## src/rtl/uart_pkg.sv

```systemverilog
// rtl/uart_pkg.sv - shared UART state type, line levels and bit-timing helper
package uart_pkg;

   typedef enum logic [2:0] {
      TX_IDLE   = 3'd0,
      TX_START  = 3'd1,
      TX_DATA   = 3'd2,
      TX_PARITY = 3'd3,
      TX_STOP   = 3'd4
   } uart_tx_state_t;

   localparam logic UART_IDLE_LEVEL  = 1'b1;
   localparam logic UART_START_LEVEL = 1'b0;

   // Both periods are truncated to whole nanoseconds first so that the
   // transmitter and receiver derive the identical cycle count.
   function automatic int uart_cycles_per_bit(input int clk_hz, input int bit_rate);
      return (1_000_000_000 / bit_rate) / (1_000_000_000 / clk_hz);
   endfunction

endpackage

```

## src/rtl/uart_bit_timer.sv

```systemverilog
// rtl/uart_bit_timer.sv - free-running bit-period counter, cleared while not running
module uart_bit_timer #(
   parameter int CYCLES_PER_BIT = 86
) (
   input  logic clk,
   input  logic resetn,
   input  logic run,
   output logic bit_done
);

   localparam int CW = $clog2(CYCLES_PER_BIT) + 1;
   localparam logic [CW-1:0] LAST_COUNT = CW'(CYCLES_PER_BIT - 1);

   logic [CW-1:0] count_q, count_d;

   assign bit_done = run && (count_q == LAST_COUNT);

   // Count 0..CYCLES_PER_BIT-1 while running, wrap on bit_done, hold at 0 when stopped.
   always_comb begin
      count_d = count_q;
      if (!run || bit_done) begin
         count_d = '0;
      end else begin
         count_d = count_q + 1'b1;
      end
   end

   // Counter register.
   always_ff @(posedge clk) begin
      if (!resetn) begin
         count_q <= '0;
      end else begin
         count_q <= count_d;
      end
   end

endmodule

```

## src/rtl/uart_tx.sv

```systemverilog
// rtl/uart_tx.sv - UART transmitter; optional parity bit under UART_TX_PARITY_EN
module uart_tx
   import uart_pkg::*;
#(
   parameter int BIT_RATE     = 576000,
   parameter int CLK_HZ       = 50_000_000,
   parameter int PAYLOAD_BITS = 8,
   parameter int STOP_BITS    = 1
) (
   input  logic                    clk,
   input  logic                    resetn,
   input  logic                    uart_tx_valid,
   input  logic [PAYLOAD_BITS-1:0] uart_tx_data,
   output logic                    uart_tx_ready,
   output logic                    uart_tx_busy,
   output logic                    uart_txd
);

   localparam int         CYCLES_PER_BIT = uart_cycles_per_bit(CLK_HZ, BIT_RATE);
   localparam logic [3:0] LAST_DATA_IDX  = 4'(PAYLOAD_BITS - 1);
   localparam logic [3:0] LAST_STOP_IDX  = 4'(STOP_BITS - 1);

   uart_tx_state_t          state_q, state_d;
   logic [PAYLOAD_BITS-1:0] shift_q, shift_d;
   logic [3:0]              idx_q, idx_d;
   logic                    txd_q, txd_d;
   logic                    accept;
   logic                    bit_done;
   logic                    timer_run;
`ifdef UART_TX_PARITY_EN
   logic                    parity_q, parity_d;
`endif

   assign uart_tx_ready = (state_q == TX_IDLE);
   assign uart_tx_busy  = ~uart_tx_ready;
   assign uart_txd      = txd_q;
   assign accept        = uart_tx_valid && uart_tx_ready;
   assign timer_run     = (state_q != TX_IDLE);

   uart_bit_timer #(
      .CYCLES_PER_BIT(CYCLES_PER_BIT)
   ) u_bit_timer (
      .clk     (clk),
      .resetn  (resetn),
      .run     (timer_run),
      .bit_done(bit_done)
   );

   // Frame sequencing; the line level is derived from the current state so
   // it appears one cycle after the state it belongs to.
   always_comb begin
      state_d = state_q;
      shift_d = shift_q;
      idx_d   = idx_q;
      txd_d   = UART_IDLE_LEVEL;
`ifdef UART_TX_PARITY_EN
      parity_d = parity_q;
`endif
      case (state_q)
         TX_IDLE: begin
            if (accept) begin
               state_d = TX_START;
               shift_d = uart_tx_data;
`ifdef UART_TX_PARITY_EN
               parity_d = ^uart_tx_data;
`endif
            end
         end
         TX_START: begin
            txd_d = UART_START_LEVEL;
            if (bit_done) begin
               state_d = TX_DATA;
            end
         end
         TX_DATA: begin
            txd_d = shift_q[0];
            if (bit_done) begin
               shift_d = shift_q >> 1;
               idx_d   = idx_q + 4'd1;
               if (idx_q == LAST_DATA_IDX) begin
`ifdef UART_TX_PARITY_EN
                  state_d = TX_PARITY;
`else
                  state_d = TX_STOP;
`endif
               end
            end
         end
`ifdef UART_TX_PARITY_EN
         TX_PARITY: begin
            txd_d = parity_q;
            if (bit_done) begin
               state_d = TX_STOP;
            end
         end
`endif
         TX_STOP: begin
            if (bit_done) begin
               idx_d = idx_q + 4'd1;
               if (idx_q == LAST_STOP_IDX) begin
                  state_d = TX_IDLE;
               end
            end
         end
         default: begin
            state_d = TX_IDLE;
         end
      endcase
      if (state_d != state_q) begin
         idx_d = '0;
      end
   end

   // State, shift register, index and registered line output.
   always_ff @(posedge clk) begin
      if (!resetn) begin
         state_q <= TX_IDLE;
         shift_q <= '0;
         idx_q   <= '0;
         txd_q   <= UART_IDLE_LEVEL;
`ifdef UART_TX_PARITY_EN
         parity_q <= 1'b0;
`endif
      end else begin
         state_q <= state_d;
         shift_q <= shift_d;
         idx_q   <= idx_d;
         txd_q   <= txd_d;
`ifdef UART_TX_PARITY_EN
         parity_q <= parity_d;
`endif
      end
   end

endmodule

```

## config.mk

```make
export PLATFORM = sky130hd
export DESIGN_NAME = uart_tx
export DESIGN_NICKNAME = d
export VERILOG_FILES = /design/src/rtl/uart_pkg.sv /design/src/rtl/uart_bit_timer.sv /design/src/rtl/uart_tx.sv
export SDC_FILE = /design/constraint.sdc
export NUM_CORES = 1
export LEC_CHECK = 0
export ABC_AREA = 1
export CAP_MARGIN = 15
export CORE_UTILIZATION = 40
export DETAILED_ROUTE_END_ITERATION = 7
export SYNTH_ARGS = -nofsm -noshare
export SYNTH_HDL_FRONTEND = slang
export SYNTH_HIERARCHICAL = 1
export SYNTH_SLANG_ARGS = --single-unit
```

## constraint.sdc

```tcl
create_clock -name clk -period 4.6 [get_ports clk]
set_clock_uncertainty 0.15 [all_clocks]
set_input_delay 0.92 -clock clk [delete_from_list [all_inputs] [get_ports clk]]
set_output_delay 0.92 -clock clk [all_outputs]
set_load 0.005 [all_outputs]
```

## After elaboration in Yosys (flattened, before gate mapping)

Cells that the tools add are included.

- Register bits after elaboration: 24
- Latch bits: 0
- Bits in writable memories: 0
- ROM bits: 0
- Logic and storage cells: 41
- Memories kept: 0

- $add $sub $neg: 2
- Multiply operators: 0
- Div/mod/pow operators: 0
- Order comparisons: 0
- Eq/ne operators: 8
- Shift operators: 0
- Mux-type cells: 11
- Bitwise logic cells: 2
- Reduce and logical (&&, ||, !) cells: 13

Operators with widths:

| kind | number |
|---|---|
| $mux 3 | 6 |
| $mux 8 | 2 |
| $pmux 8 s2 | 1 |
| $pmux 3 s4 | 1 |
| $add 8x1->8 const B | 1 |
| $eq 8x7->1 const B | 1 |
| $reduce_or 2->1 | 3 |
| $add 4x1->4 const B | 1 |
| $eq 4x3->1 const B | 1 |
| $logic_not 4->1 | 1 |
| $ne 2x1->1 const B | 2 |
| $eq 3x1->1 const B | 1 |
| $eq 3x2->1 const B | 1 |
| $eq 3x3->1 const B | 1 |
| $logic_not 3->1 | 1 |
| $ne 3x3->1 | 1 |
| $reduce_and 3->1 | 1 |
| $reduce_bool 3->1 | 1 |
| $logic_and 1x1->1 | 2 |
| $not 1->1 | 2 |
| $pmux 1 s2 | 1 |
| $reduce_and 2->1 | 1 |
| $reduce_bool 2->1 | 1 |
| $logic_not 1->1 | 1 |
| $logic_or 1x1->1 | 1 |

## Logic depth before layout (Yosys ltp)

- Word-level depth: 6
- Gate-level depth with buffers: 13

## Cells and area by module

The synthesis kept the hierarchy.

By module, submodules not included:

| module | times used | cells an instance | area an instance (um^2) |
|---|---|---|---|
| uart_tx | 1 | 124 | 865.8 |
| uart_bit_timer | 1 | 69 | 466.7 |

## Worst setup path before layout

No wires, ideal clock.

- Path kind: reg-to-reg
- Start: reg u_bit_timer.count_q[0]
- End: reg idx_q[0]
- Library setup time: 0.116 ns
- Data arrival time: 1.592 ns
- Data required time: 4.334 ns
- Path slack: 2.742 ns
- Cell stages (with the launch flop): 13
- Path buffers: 0
- Cells stage by stage: dfxtp_1 ha_1 inv_1 nor2_1 nand2_1 nor2_1 nand2_1 inv_1 nand2_1 nor2_1 o21ai_0 nand3_1 nor2_1

- Word-level cells in the longest chain between the ends: 6
- Elaborated cells between the ends (all ways): 9
- Those cells by class: 2 x eq/ne; 4 x mux; 3 x reduce/logical

RTL lines:

| element | line | source |
|---|---|---|
| start, declared | uart_bit_timer.sv:14 | `logic [CW-1:0] count_q, count_d;` |
| start signal, assigned | uart_bit_timer.sv:33 | `count_q <= count_d;` |
| $eq 8x7->1 (*) | uart_bit_timer.sv:16 | `assign bit_done = run && (count_q == LAST_COUNT);` |
| $logic_and 1x1->1 (*) | uart_bit_timer.sv:16 |  |
| net bit_done | uart_tx.sv:28 | `logic bit_done;` |
| $mux 3, on equally long branches | uart_tx.sv:98, uart_tx.sv:71, uart_tx.sv:77 |  |
| $pmux 3 s4 | uart_tx.sv:59 | `case (state_q)` |
| $ne 3x3->1 | uart_tx.sv:109 | `if (state_d != state_q) begin` |
| $reduce_or 2->1 (no line) | -- |  |
| end signal, assigned | uart_tx.sv:127 | `idx_q <= idx_d;` |
| end, declared | uart_tx.sv:25 | `logic [3:0] idx_q, idx_d;` |

Mark *: on every way through the listed nets, which the timed path passes. The rest lies on a longest branch.
A chain may end at the register's enable or synchronous reset.

## Final worst setup path

- Start: reg state_q[1]
- End: out uart_tx_busy

- Word-level cells in the longest chain between the ends: 2

RTL lines:

| element | line | source |
|---|---|---|
| start, declared | uart_tx.sv:23 | `uart_tx_state_t state_q, state_d;` |
| start signal, assigned | uart_tx.sv:125 | `state_q <= state_d;` |
| $logic_not 3->1 | uart_tx.sv:34 | `assign uart_tx_ready = (state_q == TX_IDLE);` |
| $not 1->1 | uart_tx.sv:35 | `assign uart_tx_busy = ~uart_tx_ready;` |
| end, declared | uart_tx.sv:15 | `output logic uart_tx_busy,` |

Every way passes these cells.

==> results.py <==
metrics = {
    "timing": {
        "worst_slew_pin_slew_ns": 0.4556,
        "fin_ws_ns": 1.822,
        "fin_setup_tns_ns": 0,
        "slew_headroom_pct": 69.51,
        "finalSetupViolCount": 0,
        "timing.hold.ws_ns": 0.3160,
        "hold_viol_final": 0,
        "rsz0062_at_grt": "no",
        "clock.fmax_mhz": 359.9,
        "fin_crit_ns": 2.778,
        "fin_crit_sh_pct": 60.40,
        "drv_slew": 0,
    },
    "global_routing": {
        "grt_pass1_vias": 1149,
        "antenna_found_initial": 0,
        "grt_max_degree": 15,
        "grt_pass1_wl_mm": 4.588,
        "grt_use_total_pct": 16.82,
        "overflow": 0,
    },
    "critical_path": {
        "r2r_cells": 11,
        "required_ns": 3.53,
        "crit_chain": "inv_1 -> nand2_1 -> clkdlybuf4s50_1",
        "slowest_stage": "dfxtp_1",
        "crit_type": "reg2out",
        "start_kind": "register",
        "r2r_end": "idx_q[2]",
        "slowest_delay_ns": 0.55,
        "regToRegSetupSlack_ns": 2.38,
        "critPathArrivalTime_ns": 1.71,
        "critPathCaptureType": "output port",
        "worstReg2RegStart": "state_q[1]",
        "critPathMaxFanout": 9,
    },
    "pwr": {
        "ir_drop_v": 0.0001875,
        "power_density_nw_per_um2": 272.8,
        "switching_power_uw": 95.08,
        "p_leak_nw": 0.6876,
        "p_clk_share_pct": 36.9,
        "seqPwrFrac_pct": 52.4,
        "power.internal_uw": 325.5,
        "swShare_pct": 22.61,
        "power_uw": 420.6,
        "combPwrFrac_pct": 10.7,
    },
    "synth": {
        "yosysTopAreaCell": "dfxtp_1",
        "synth_compound_area_share_pct": 11.46,
        "synth_xor_area_share_pct": 1.972,
        "synth_common_cells": "nand2_1, inv_1, dfxtp_1, nor2_1, nand3_1",
        "syn_avg_cell_area_um2": 6.904,
        "synthMuxAreaShare_pct": 0,
        "async_reset_ff_share_pct": 0,
        "ys.flop_type": "dfxtp_1",
        "synthMostInstantiatedCell": "nand2_1",
        "seq_area_frac_synth_pct": 36.06,
        "synthAdderAreaFrac_pct": 3.756,
        "synth_fp_nets": 208,
        "synthSimpleGateAreaFrac_pct": 34.93,
        "netlist.area_leader.share_pct": 36.06,
        "syn_area_um2": 1333,
        "ys_ff_latch": 24,
        "synthCells": 193,
        "synth_edf_count": 0,
        "synth_top_family_by_area": "simple AND/OR/NAND/NOR gates",
        "ys_warn_count": 6,
        "synth_top_cells_by_area": "dfxtp_1, nand2_1, inv_1, nor2_1, nand3_1",
        "ys_types": 28,
    },
    "routing": {
        "wl_per_cell_um": 10.12,
        "drt_iter0_drc": 37,
        "wirelength_mm": 2.540,
        "drc": 0,
        "ant_nets": 0,
        "viasPerCell": 4.713,
        "vias": 1183,
        "firstDrtPassIters": 4,
    },
    "clock_tree": {
        "tritoncts_num_sinks": 24,
        "clk_path_buf_depth": 2,
        "cts_made_buffers": 3,
        "cts_tree": "yes",
        "cts-root-buf": "clkbuf_4",
        "htreeDepth": 1,
        "holdBufCountCts": 0,
        "postCtsSetupBuffers": 0,
        "insertion_delay_ns": 0.32,
        "cts.reportedPaths.clkPinSlew_ns": 0.14,
        "cts_resized": 0,
    },
    "floorplan": {
        "initial_core_util_pct": 42.94,
        "rows": 20,
        "dieArea_um2": 3566,
        "core-area_um2": 3103,
        "io_pins": 14,
        "die_x_um": 59.72,
        "die_height_um": 59.72,
    },
    "placement": {
        "portBuffers": 13,
        "dp_hpwl_mm": 1.946,
        "gp_congestion": 0.7801,
        "dp_cells": 247,
        "dp_slack_ns": 2.189,
    },
    "min_path": {
        "hold_start": "shift_q[6]",
        "hold_depth": 2,
        "hold_class": "reg2reg",
        "holdPathEnd": "shift_q[6]",
    },
    "finish": {
        "fillCellCount": 337,
        "nets": 223,
        "drive_gt1_share_pct": 11.59,
        "syn2layout_area_growth_pct": 15.68,
        "n_antenna_cell": 0,
        "final_cells": 251,
    },
    "flow_run": {
        "cap_violations": 0,
    },
    "status": {
        "status": "complete, no violations",
    },
}
-- area by class of cell --
| class | instances | area (um^2) | share of cell area (%) |
|---|---|---|---|
| Multi-Input combinational cell | 132 | 694.4 | 45.05 |
| Sequential cell | 24 | 480.5 | 31.17 |
| Timing Repair Buffer | 13 | 130.1 | 8.442 |
| Inverter | 34 | 128.9 | 8.360 |
| Tap cell | 44 | 55.05 | 3.571 |
| Clock inverter | 1 | 30.03 | 1.948 |
| Clock buffer | 3 | 22.52 | 1.461 |
-- worst max path at each step --
stage	cells past startpoint	slack [ns]	start	to
detailed placement	4	2.19	state_q[0]	uart_tx_ready
floorplan	12	2.74	u_bit_timer/count_q[0]	idx_q[0]
global route	3	1.70	state_q[1]	uart_tx_busy
CTS	4	1.80	state_q[0]	uart_tx_ready
finish	3	1.82	state_q[1]	uart_tx_busy
global placement	3	2.24	state_q[1]	uart_tx_busy
-- cells by family after synthesis --
| group | count (synthesis) |
|---|---|
| flops | 24 |
| compound gates | 25 |
| buf+inv | 37 |
| fa+ha+maj | 4 |
| xor+xnor | 3 |
| simple gates | 100 |
-- layout by cell type (no fill, tap or decap), types with 3 or more instances in the layout --
| master | netlist | layout |
|---|---|---|
| o21ai_1 | 4 | 4 |
| ha_1 | 4 | 4 |
| nand2_4 | 4 | 4 |
| dfxtp_1 | 24 | 24 |
| nand3_1 | 14 | 14 |
| a21oi_2 | 3 | 3 |
| clkbuf_4 | 0 | 3 |
| a21oi_1 | 6 | 6 |
| inv_1 | 29 | 29 |
| inv_2 | 4 | 4 |
| nor2_1 | 24 | 24 |
| nor2_4 | 3 | 3 |
| clkdlybuf4s50_1 | 0 | 13 |
| nand2_1 | 49 | 49 |
| o21ai_0 | 7 | 7 |
-- metal layers --
layer  up-vias  track usage (%)  share of wire (%)
met3         2            3.896                3.3
met5         -                0                  0
met4         0            5.316               0.75
li1        623                -                  -
met1       540            19.89                 49
met2        18            29.84                 47
-- state kept, by name, summed over array words and instances, names as in the netlist --
name                 count
u_bit_timer/count_q      8
idx_q                    4
shift_q                  8
state_q                  3
uart_txd                 1
-- stage by stage --
| stage | util, % | instance area, um^2 |
|---|---|---|
| 4_1_cts | 49.68 | 1541 |
| 2_1_floorplan | - | 1333 |
| 3_5_place_dp | 47.98 | 1489 |
| 6_report | 49.68 | 1541 |
| 3_3_place_gp | 47.98 | 1489 |
| 5_1_grt | 49.68 | 1541 |
-- power groups by stage --
| stage | combinational [mW] | clock [mW] | sequential (mW) |
|---|---|---|---|
| floorplan | 0.0267 | 0 | 0.224 |
| global placement | 0.0445 | 0 | 0.225 |
| detailed placement | 0.0453 | 0 | 0.225 |
| CTS | 0.0455 | 0.161 | 0.220 |
| global route | 0.0512 | 0.168 | 0.222 |
| finish | 0.0450 | 0.155 | 0.220 |
-- critical path, delay by kind of cell (launching register included) --
kind          cells  cell delay, ns
simple gates      1            0.16
flops             1            0.55
buf+inv           2            0.68
No activity file was read; power rests on OpenSTA's default activity.
